`src/rtl/split_data_array_arb_pkg.sv`:
```
// Shared types for the split data-array RW0 arbiter.
// The optional SPLIT_DATA_ARB_RR_EN macro is consumed by the top and by sda_arb_pick.
package sda_arb_pkg;

    // Controller states: sweeping the array with CLEAR_VALUE, or serving requests.
    typedef enum logic {
        ST_CLEAR = 1'b0,
        ST_IDLE  = 1'b1
    } state_e;

    localparam int NUM_REQ    = 2;

    // Geometry of the RAM macro this arbiter fronts.
    localparam int SDA_ADDR_W = 10;
    localparam int SDA_DATA_W = 8;

    // One unpacked requester slot.
    typedef struct packed {
        logic                  write;
        logic [SDA_ADDR_W-1:0] addr;
        logic [SDA_DATA_W-1:0] wdata;
        logic                  wmask;
    } req_t;

    // Index of the granted port for a one-hot 2-way grant vector.
    function automatic logic grant_idx(input logic [NUM_REQ-1:0] grant);
        return grant[1];
    endfunction

endpackage

```
`src/rtl/split_data_array_arb_pick.sv`:
```
// 2-way grant selection for the RW0 port.
// Default build: fixed priority, port 0 over port 1.
// With SPLIT_DATA_ARB_RR_EN defined: on contention the port not granted last wins.
// Pure combinational function of the valid bits (and the last-grant pointer).
module sda_arb_pick
    import sda_arb_pkg::*;
(
    input  logic [NUM_REQ-1:0] valid,
`ifdef SPLIT_DATA_ARB_RR_EN
    input  logic               last,
`endif
    output logic [NUM_REQ-1:0] grant
);

    // One-hot grant, zero when nobody is asking.
    always_comb begin
        grant = '0;
        if (valid[0] && valid[1]) begin
`ifdef SPLIT_DATA_ARB_RR_EN
            grant = last ? 2'b01 : 2'b10;
`else
            grant = 2'b01;
`endif
        end else if (valid[0]) begin
            grant = 2'b01;
        end else if (valid[1]) begin
            grant = 2'b10;
        end
    end

endmodule

```
`src/rtl/split_data_array_arb.sv`:
```
// Sole driver of the split data-array RW0 port. Port 0 is the refill/writeback
// engine, port 1 the core access pipe. Runs a full-array clear after reset
// (CLEAR_ON_RESET) or on clear_start, then arbitrates single-cycle accesses.
// Optional feature macro: SPLIT_DATA_ARB_RR_EN (round-robin instead of fixed priority).
//
// Handshake: a request on port p is accepted in the cycle where
// req_valid[p] && req_ready[p]; req_ready is combinational and at most one bit
// is set per cycle. An accepted read returns resp_valid[p] with resp_data
// exactly one cycle later; writes produce no response.
module split_data_array_arb
    import sda_arb_pkg::*;
#(
    parameter int                ADDR_W         = SDA_ADDR_W,
    parameter int                DATA_W         = SDA_DATA_W,
    parameter logic [DATA_W-1:0] CLEAR_VALUE    = '0,
    parameter bit                CLEAR_ON_RESET = 1'b1
) (
    input  logic                  clock,
    input  logic                  reset_n,
    input  logic                  clear_start,
    output logic                  clear_busy,
    input  logic [NUM_REQ-1:0]    req_valid,
    output logic [NUM_REQ-1:0]    req_ready,
    input  logic [NUM_REQ-1:0]    req_write,
    input  logic [2*ADDR_W-1:0]   req_addr,
    input  logic [2*DATA_W-1:0]   req_wdata,
    input  logic [NUM_REQ-1:0]    req_wmask,
    output logic [NUM_REQ-1:0]    resp_valid,
    output logic [DATA_W-1:0]     resp_data,
    output logic [ADDR_W-1:0]     ram_addr,
    output logic [DATA_W-1:0]     ram_wdata,
    output logic                  ram_en,
    output logic                  ram_wmode,
    output logic                  ram_wmask,
    input  logic [DATA_W-1:0]     ram_rdata
);

    // The request struct is sized for the fixed macro geometry.
    if (ADDR_W != SDA_ADDR_W || DATA_W != SDA_DATA_W) begin : g_geometry_check
        $error("split_data_array_arb: ADDR_W/DATA_W must match sda_arb_pkg geometry");
    end

    // Last address of the sweep; the counter's extra MSB is never set before
    // this value is reached, so comparing the full width is equivalent.
    localparam logic [ADDR_W:0] CLR_LAST = {1'b0, {ADDR_W{1'b1}}};

    state_e              state_q, state_d;
    logic [ADDR_W:0]     clr_cnt_q, clr_cnt_d;
    logic [NUM_REQ-1:0]  resp_q;
    logic [NUM_REQ-1:0]  grant;
    logic [NUM_REQ-1:0]  accept;
    req_t                req_in [NUM_REQ];
    req_t                sel;

    // Unpack the flat request buses into per-port structs.
    always_comb begin
        for (int p = 0; p < NUM_REQ; p++) begin
            req_in[p].write = req_write[p];
            req_in[p].addr  = req_addr[p*ADDR_W +: ADDR_W];
            req_in[p].wdata = req_wdata[p*DATA_W +: DATA_W];
            req_in[p].wmask = req_wmask[p];
        end
    end

`ifdef SPLIT_DATA_ARB_RR_EN
    logic rr_last_q;

    // Last-granted port; starts at 1 so port 0 wins the first contention.
    always_ff @(posedge clock) begin
        if (!reset_n) begin
            rr_last_q <= 1'b1;
        end else if (|accept) begin
            rr_last_q <= accept[1];
        end
    end

    sda_arb_pick u_pick (
        .valid (req_valid),
        .last  (rr_last_q),
        .grant (grant)
    );
`else
    sda_arb_pick u_pick (
        .valid (req_valid),
        .grant (grant)
    );
`endif

    // State register, clear counter and the one-cycle read response tag.
    always_ff @(posedge clock) begin
        if (!reset_n) begin
            state_q   <= CLEAR_ON_RESET ? ST_CLEAR : ST_IDLE;
            clr_cnt_q <= '0;
            resp_q    <= '0;
        end else begin
            state_q   <= state_d;
            clr_cnt_q <= clr_cnt_d;
            resp_q    <= accept & ~req_write;
        end
    end

    // Next state, grant qualification and RAM port mux.
    always_comb begin
        state_d    = state_q;
        clr_cnt_d  = clr_cnt_q;
        accept     = '0;
        sel        = '0;
        ram_en     = 1'b0;
        ram_wmode  = 1'b0;
        ram_wmask  = 1'b0;
        ram_addr   = '0;
        ram_wdata  = '0;
        clear_busy = 1'b0;

        case (state_q)
            ST_CLEAR: begin
                clear_busy = 1'b1;
                ram_en     = 1'b1;
                ram_wmode  = 1'b1;
                ram_wmask  = 1'b1;
                ram_addr   = clr_cnt_q[ADDR_W-1:0];
                ram_wdata  = CLEAR_VALUE;
                clr_cnt_d  = clr_cnt_q + 1'b1;
                if (clr_cnt_q == CLR_LAST) begin
                    state_d = ST_IDLE;
                end
            end
            ST_IDLE: begin
                if (clear_start) begin
                    // Clear takes the cycle; no request is granted alongside it.
                    state_d   = ST_CLEAR;
                    clr_cnt_d = '0;
                end else if (|grant) begin
                    accept    = grant;
                    sel       = req_in[grant_idx(grant)];
                    ram_en    = 1'b1;
                    ram_wmode = sel.write;
                    ram_wmask = sel.write & sel.wmask;
                    ram_addr  = sel.addr;
                    ram_wdata = sel.wdata;
                end
            end
            default: begin
                state_d = ST_IDLE;
            end
        endcase

        // Hold the RAM and requesters quiet while reset is asserted.
        if (!reset_n) begin
            accept     = '0;
            ram_en     = 1'b0;
            ram_wmode  = 1'b0;
            ram_wmask  = 1'b0;
            ram_addr   = '0;
            ram_wdata  = '0;
            clear_busy = CLEAR_ON_RESET;
        end
    end

    // Grants and the shared response bus (zero when no response is due).
    always_comb begin
        req_ready  = accept;
        resp_valid = resp_q;
        resp_data  = (|resp_q) ? ram_rdata : '0;
    end

endmodule

```
`config.mk`:
```
export PLATFORM = sky130hd
export DESIGN_NAME = split_data_array_arb
export DESIGN_NICKNAME = d
export VERILOG_FILES = /design/src/rtl/split_data_array_arb_pkg.sv /design/src/rtl/split_data_array_arb_pick.sv /design/src/rtl/split_data_array_arb.sv
export SDC_FILE = /design/constraint.sdc
export NUM_CORES = 1
export LEC_CHECK = 0
export CORE_MARGIN = 4
export CORE_UTILIZATION = 29
export CTS_BUF_LIST = sky130_fd_sc_hd__clkbuf_8 sky130_fd_sc_hd__clkbuf_16
export DETAILED_ROUTE_END_ITERATION = 8
export PLACE_DENSITY = 0.87
export SLEW_MARGIN = 25
export SYNTH_ARGS = -nofsm -noshare
export SYNTH_HDL_FRONTEND = slang
export SYNTH_SLANG_ARGS = --single-unit
```
`constraint.sdc`:
```
create_clock -name clock -period 1.6 [get_ports clock]
set_input_delay 0.4 -clock clock [delete_from_list [all_inputs] [get_ports clock]]
set_output_delay 0.4 -clock clock [all_outputs]
set_load 0.05 [all_outputs]
```
Word-level counts from Yosys, hierarchy flattened
Cells that the tools add are included.

storage, ports and cells
  flip-flop bits (word level) = 14
  bits of input ports = 53
  output and inout bits = 34

operators by class
  add/sub/neg operators = 1
  order comparisons = 1
  equal/unequal tests = 2
  muxes and demuxes = 38
  bitwise gates (word level) = 5
  reductions and logical operators = 3

operators with widths
  operator                                                           count
  20-bit 2-to-1 mux                                                  3
  8-bit 2-to-1 mux                                                   4
  10-bit 2-to-1 mux                                                  3
  11-bit case mux with 2 select lines                                1
  10-bit case mux with 2 select lines                                1
  8-bit case mux with 2 select lines                                 1
  2-bit 2-to-1 mux                                                   7
  1-bit 2-to-1 mux                                                   13
  11-bit by 1-bit adder with 11-bit output, second input constant    1
  11-bit by 10-bit == test with 1-bit output, second input constant  1
  11-bit 2-to-1 mux                                                  1
  1-bit case mux with 2 select lines                                 4
  2-bit OR reduction                                                 2
  2-bit AND                                                          1
  2-bit greater-or-equal comparator, second input constant           1
  2-bit != test, second input constant                               1
  1-bit inverter with 2-bit output                                   1
  2-bit inverter                                                     1
  1-bit AND                                                          1
  1-bit logical AND                                                  1
  1-bit inverter                                                     1

Longest topological paths before layout
  depth in word-level cells = 12
  gate-level depth with buffers = 6
  depth with buffers taken out = 5

Cells and area by module
Synthesis repeated with hierarchy kept, for this count alone.

second synthesis, totals
  cell total of the unflattened synthesis = 152
  area total of the unflattened synthesis = 1167.4 sq um

by module, submodules not included
  module                times used  cells each  area each (sq um)
  split_data_array_arb  1           150         1157.4
  sda_arb_pick          1           2           10.0

Worst setup path after synthesis
No wires, ideal clock.

  path type = input to output
  start = input clear_start
  end = output ram_addr[1]
  data arrival time = 1698 ps
  data required time = 1200 ps
  slack = -498 ps
  cell stages on the path = 6
  buffers on the path = 2
  cells stage by stage = and3b_1 > clkbuf_4 > and2_1 > buf_2 > a22oi_1 > nand2_1

between the ends
  cells in the longest elaborated chain, start to end = 3

RTL lines
  element                              line                         source
  start, declared                      split_data_array_arb.sv:20   input logic clear_start,
  10-bit 2-to-1 mux                    split_data_array_arb.sv:129  if (clear_start) begin
  10-bit case mux with 2 select lines  split_data_array_arb.sv:115  case (state_q)
  10-bit 2-to-1 mux                    split_data_array_arb.sv:149  if (!reset_n) begin
  end, declared                        split_data_array_arb.sv:30   output logic [ADDR_W-1:0] ram_addr,

Every way passes these cells.

Worst setup path after layout
  start = register state_q
  end = output ram_addr[0]

between the ends
  cells in the longest elaborated chain, start to end = 3

RTL lines
  element                                line                         source
  start, declared                        split_data_array_arb.sv:47   state_e state_q, state_d;
  start signal, assigned                 split_data_array_arb.sv:92   state_q <= CLEAR_ON_RESET ? ST_CLEAR : ST_IDLE;
  start signal, assigned                 split_data_array_arb.sv:96   state_q <= state_d;
  1-bit inverter                         --
  10-bit case mux with 2 select lines *  split_data_array_arb.sv:115
  10-bit 2-to-1 mux *                    split_data_array_arb.sv:149

Mark *: on every way between the ends. The rest lies on a longest branch, timed or not.

==> impl_metrics.py <==
metrics = {
    "worst_setup_path": {
        "max_stage_delay_ps": 330,
        "crit_type": "flop to output pin",
        "path_delay_family": "simple AND/OR/NAND/NOR gates",
        "slowest_stage": "dfxtp_2",
        "worst-path-max-fanout": 6,
        "cpMostUsedCell": "buf_12",
        "crit_cells": 7,
        "end_kind": "output pin",
        "crit_arrival_ps": 1730,
        "start_kind": "flop",
        "cp_cell_sequence": "and3b_2 > and2_4 > buf_6 > buf_12 > a22oi_2 > nand2_4 > buf_12",
        "rr_worst_depth": 7,
        "path_buf_inv": 3,
        "required_ps": 1200,
    },
    "synth": {
        "synth-edff-count": 0,
        "synth_top_cell_by_area": "dfxtp_1",
        "async_flop_share": 0,
        "ys_seq_elements": 14,
        "synth_nets": 188,
        "syn-cell-area_um2": 1010,
        "synth_top_family_by_area": "simple AND/OR/NAND/NOR gates",
        "synth_compound_area_frac": 0.295,
        "synth.area.top_cells": "dfxtp_1, nand2_1, a22oi_1",
        "synthMuxAreaShare": 0,
        "synthTopCellsByCount": "nand2_1, dfxtp_1, nor2b_1",
        "yosysUniqueCellTypes": 35,
        "ys_dominant_reg_cell": "dfxtp_1",
        "yosys.area.top_type_share": 0.276,
        "synthXorXnorAreaFrac": 0.0259,
        "synth_warnings": 0,
        "syn_inst": 134,
        "yosysSeqAreaShare": 0.276,
        "syn_avg_cell_area_um2": 7.57,
        "synth-simple-area-share": 0.337,
        "yosys.cell_count.top_type": "nand2_1",
        "yosys.area_share.adder": 0.0123,
    },
    "power": {
        "vdd_drop_max_mv": 0.627,
        "power_density_nw_per_um2": 364,
        "p_leak_uw": 0.00124,
    },
    "place": {
        "port_buffers": 86,
        "placed_cell_area_um2": 2660,
        "dp_hpwl_um": 4570,
        "dpl.cell_count": 275,
        "place_congestion": 0.845,
        "place_ws_ps": -716,
    },
    "floorplan": {
        "ios": 87,
        "initial_core_util": 0.302,
        "core_um2": 3360,
        "die_area_um2": 4510,
        "fp-row-count": 21,
        "die_w_um": 67.2,
        "die_y_um": 67.2,
    },
    "clock_network": {
        "cts_num_sinks": 14,
        "cts_tree": "yes",
        "cts_made_buffers": 3,
        "path_clk_slew_ps": 70,
        "cts_root_buf": "clkbuf_8",
        "cts_buffer_depth": 2,
        "htreeDepth": 1,
        "clk_latency_ps": 260,
    },
    "timing": {
        "maxSlewViolCount": 0,
        "finalSetupViolations": 28,
        "clock_skew_ps": 11.3,
        "whs_ps": 474,
        "timing.fmax_mhz": 469,
        "worst_slack_ps": -534,
        "hold_viol_final": 0,
        "rsz0062_at_grt": "true",
        "maxSlewHeadroom": 0.765,
        "min_period_ps": 2130,
        "fin_crit_sh": 1.33,
        "tightest_slew_ps": 352,
    },
    "global_route": {
        "grt_usage": 0.343,
        "grt_pass1_vias": 1792,
        "grt_max_degree": 16,
        "use_met2": 0.611,
        "overflow": 0,
        "grt_busiest_layer": "met2",
        "use_met3": 0.0948,
        "grt_pass1_wl_um": 11100,
        "antenna_found_initial": 0,
        "use_met1": 0.359,
    },
    "routing": {
        "dr.pass1.iters": 4,
        "viasPerCell": 6.33,
        "vias": 1842,
        "wl_um": 8480,
        "drtIter0Drc": 175,
        "drtAntennaViolNets": 0,
        "drc_errors": 0,
        "wl_per_cell_um": 29.2,
    },
    "layout": {
        "num-fill-cells": 134,
        "final_util": 0.883,
        "diodes": 0,
        "drive_above_1_share": 0.527,
        "area_growth_pct": 193,
        "fin_cells": 291,
        "design_area_um2": 2970,
        "final_nets": 300,
    },
    "min_path": {
        "hold_path.class": "flop to flop",
        "worstHoldPathCells": 1,
    },
    "run_status": {
        "run_status": "complete, but fails checks",
        "violations": "negative setup slack",
    },
    "flow_run": {
        "cap_viol_max_count": 0,
    },
}
-- cells in the final DEF (no fill, tap or decap), types with 3 or more instances in the layout --
cell             netlist  routed
buf_6                  1       6
o31ai_1                3       3
dlymetal6s2s_1         0       5
o21ai_0                5       4
a31oi_1                4       3
buf_12                 0      38
clkdlybuf4s50_1        0      39
buf_2                  5       3
dlygate4sd2_1          0       4
clkbuf_8               0       4
nand3_1                5       3
a22oi_2                0      11
nor2b_4                0      10
dfxtp_2                0       4
nand2_4                0      10
buf_4                  1      17
nand2_1               25      15
a22o_4                 0       8
nor2_1                 8       6
dfxtp_1               14      10
nor2b_1               13       3
-- layout make-up --
class                   instances  area [µm²]  share of cell area
clock buffers                   4        55.1              0.0185
well taps                      46        57.6              0.0194
multi-input cells             111        1030               0.345
repair buffers                116        1550               0.521
flip-flops and latches         14         285              0.0960
-- through the flow --
stage	power (µW)	TNS (ps)
2_1_floorplan	453	-2920
6_report	1080	-9650
3_5_place_dp	666	-18560
5_1_grt	1100	-9950
4_1_cts	1020	-7600
3_3_place_gp	652	-16840
-- final timing paths --
path,slack (ps),endpoint,from
max,-530,ram_addr[0],state_q$_SDFF_PN0_
min,470,clr_cnt_q[10]$_SDFFE_PN0P_,clr_cnt_q[10]$_SDFFE_PN0P_
max reg2reg,-100,clr_cnt_q[6]$_SDFFE_PN0P_,state_q$_SDFF_PN0_
min reg2reg,470,clr_cnt_q[10]$_SDFFE_PN0P_,clr_cnt_q[10]$_SDFFE_PN0P_
-- power by group --
| group | switching, µW | total [µW] | internal [µW] |
|---|---|---|---|
| Combinational | 149 | 336 | 187 |
| Clock | 158 | 377 | 219 |
| Sequential | 11.3 | 367 | 356 |
-- worst register-to-register path, delay by kind of cell, from the launching register on --
family,cells,cell delay (ps)
compound gates,3,520
flops,1,350
simple gates,1,210
buf+inv,3,500
-- flip-flops by register name, summed over array words and instances, names as in the netlist --
signal	cells
state_q	1
resp_valid	2
clr_cnt_q	11
-- timing repair --
action                                  4_1_cts  5_1_grt
hold buffers                                  0        0
endpoints found under the setup margin       38       36
gates cloned                                  2        2
pin swaps                                    12        5
resized for setup                            34       18
buffers inserted                              7        4
-- layer usage --
layer,wire length [µm],share of wire
met1,2780,0.33
met2,4070,0.48
met3,1040,0.12
met4,590,0.070
met5,0,0
-- cells by family (layout without fill, tap and decap cells) --
family,after synthesis,after routing
flip-flops,14,14
adder cells (fa/ha/maj),1,1
buffers and inverters,9,120
AND/OR/NAND/NOR,66,66
XOR/XNOR,3,3
AO/OA/AOI/OAI,41,41
Power figures use the tool's default switching activity.
==> edit: new RTL, config.mk and constraints unchanged <==
Change the parameter `CLEAR_ON_RESET` from 1'b1 to 1'b0.
--- a/src/rtl/split_data_array_arb.sv
+++ b/src/rtl/split_data_array_arb.sv
@@ -13,7 +13,7 @@
     parameter int                ADDR_W         = SDA_ADDR_W,
     parameter int                DATA_W         = SDA_DATA_W,
     parameter logic [DATA_W-1:0] CLEAR_VALUE    = '0,
-    parameter bit                CLEAR_ON_RESET = 1'b1
+    parameter bit                CLEAR_ON_RESET = 1'b0
 ) (
     input  logic                  clock,
     input  logic                  reset_n,
Behaviour: not the same (Yosys sat finds a counterexample within 4 cycles, from zero or initial values and one cycle with reset_n low).
==> edit against the original RTL <==
The run still ends with negative setup slack left; area after synthesis increased by 3.5%; utilization decreased by 3.6 points; hold slack improved by 0.0027 ns; combinational power up 88%; total power increased by 20%; sequential cell count unchanged; wire length is 8.8% lower; design area is 2.5% lower; via count increased by 0.16%; synthesized cell count increased by 0.75%; die area up 3.0%; sequential share of layout area rose by 0.29 points; setup slack gained 0.095 ns; highest routed layer unchanged.
==> edit: results (changes against the original RTL) <==
Timing:
- The setup violation total in the final timing report is 27 (-3.6%).
- The setup skew after layout is 0.00360 ns (-0.00771 ns).
- The smallest setup slack after layout was -0.438 ns (+0.0953 ns).
- The total negative slack for setup checks came to -7.76 ns (+1.89 ns).
- The actual slew at the worst max-slew pin is 0.471 ns (+0.118 ns).

Outcome:
- The flow ran to the end, but the final reports show violations.
- The checks that failed: negative setup slack.

Hold path:
- The startpoint identified for the worst hold timing path is req_write[0].
- The min-delay analysis places its worst path in the category in2reg.

Place:
- The worst setup timing slack at the placement stage is -0.688 ns (+0.0281 ns).
- The routability-driven placement congestion ratio is 0.787 (-6.9%).
- The placed wire-length estimate is 3850 um (-16%).
- The post-placement cell count came to 279 (+1.5%).

Routing:
- The count of TritonRoute iterations in the first routing pass is 6 (+2).
- The detailed-route vias per instance is 6.11 (-3.5%).
- The routed length per placed instance is 25.6 um (-12%).
- The count of vias placed by the detailed router is 1845 (+0.16%).
- The initial detailed-routing violation count is 235 (+34%).

Finish:
- The final net count is 311 (+3.7%).
- The share of layout cells above drive strength 1 is 0.510 (-0.0167).
- The total of fill cells in the finished design is 138 (+3.0%).

Power:
- The static leakage power came to 1.25 nW (+1.4%).
- The share of total power consumed by net switching is 0.336 (+0.0409).
- The maximum VDD drop came to 353 uV (-44%).

Global routing:
- The combined global-route utilization of all metal layers was 0.271 (-0.0715).
- The number of global-route vias before repair is 1686 (-5.9%).
- The initial antenna violation count came to 1 (+1).
- The first-pass GRT wire length is 9230 um (-17%).

Synthesis:
- The sequential fraction of the synthesis area is 0.267 (-0.00922).
- After synthesis, the cell types taking the most area are sky130_fd_sc_hd__dfxtp_1 27%, sky130_fd_sc_hd__nor2b_1 8.9%, sky130_fd_sc_hd__a222oi_1 7.6%, sky130_fd_sc_hd__a22o_1 6.7%, sky130_fd_sc_hd__inv_1 3.6%.
- The number of distinct library cells after synthesis is 36 (+2.9%).
- The post-synthesis instance total is 135 (+0.75%).
- The synthesized net count is 189 (+0.53%).
- By count the netlist is led by 15 x sky130_fd_sc_hd__nor2b_1, 14 x sky130_fd_sc_hd__dfxtp_1, 10 x sky130_fd_sc_hd__inv_1, 10 x sky130_fd_sc_hd__nand2_1.

Worst setup path:
- The worst setup path startpoint is state_q.
- The startpoint of the lowest-slack register-to-register path is clr_cnt_q[1].
- The biggest fanout along the worst timing path is 8 (+2).
- The critical path arrival is 1.64 ns (-0.09 ns).
## edit: changes by cell type after synthesis, sizes merged, moves of 4 or more
cell / unedited run / this run
inv: 0 / 10
nand2: 26 / 10
a21boi: 1 / 5
a222oi: 0 / 8
a22oi: 11 / 2
and3: 0 / 5
## edit: logic make-up after synthesis
kind of cell	synth area share
compound gates	0.325
fa+ha+maj	0.0119
buf+inv	0.0954
flops	0.267
mux	0.00954
simple gates	0.291
## edit: area by class of cell
cell class | count | area [sq um] | area share
antenna | 1 | 2.50 | 0.000864
inverter | 10 | 37.5 | 0.0130
multi-input combinational | 105 | 951 | 0.328
tap | 46 | 57.6 | 0.0199
sequential | 14 | 287 | 0.0990
clock buffer | 3 | 41.3 | 0.0143
timing repair buffer | 123 | 1520 | 0.525
## edit: path summary, 6_finish.rpt
kind         cells past startpoint            end  slack [ns]
max                              7    ram_addr[6]       -0.44
min                              2  resp_valid[0]        0.48
max reg2reg                      5   clr_cnt_q[4]           0
min reg2reg                      2        state_q        0.57
## edit: stage by stage
stage	cell area (sq um)	hold WS [ns]
floorplan	1250	0.462
global placement	2580	0.491
detailed placement	2580	0.531
CTS	2800	0.463
global route	2900	0.476
finish	2900	0.477
## edit: layer usage
layer  track usage  part of all wire
met3        0.0460             0.097
met5             0                 0
met2         0.467              0.48
met1         0.318              0.34
met4         0.146             0.080
## edit: power by group through the flow
stage | clock (mW) | combinational, mW | sequential, mW
2_1_floorplan | 0 | 0.225 | 0.370
3_3_place_gp | 0 | 0.530 | 0.369
3_5_place_dp | 0 | 0.541 | 0.369
4_1_cts | 0.293 | 0.581 | 0.362
5_1_grt | 0.314 | 0.649 | 0.363
6_report | 0.304 | 0.631 | 0.363
## edit: repair_timing
item | in CTS | in global routing
setup endpoints to repair | 34 | 34
endpoints found under the hold margin | 0 | 0
pin swaps | 24 | 11
buffers inserted | 11 | 7
resized for setup | 40 | 21
cloned | 3 | 1
## edit: worst register-to-register path: cells and delay by family, from the launching register on
kind | cells | cell delay (ns)
and+or+nand+nor | 2 | 0.46
DFF | 1 | 0.39
AOI/OAI and AO/OA | 1 | 0.29
adders and majority gates | 1 | 0.22
buffers and inverters | 1 | 0.15
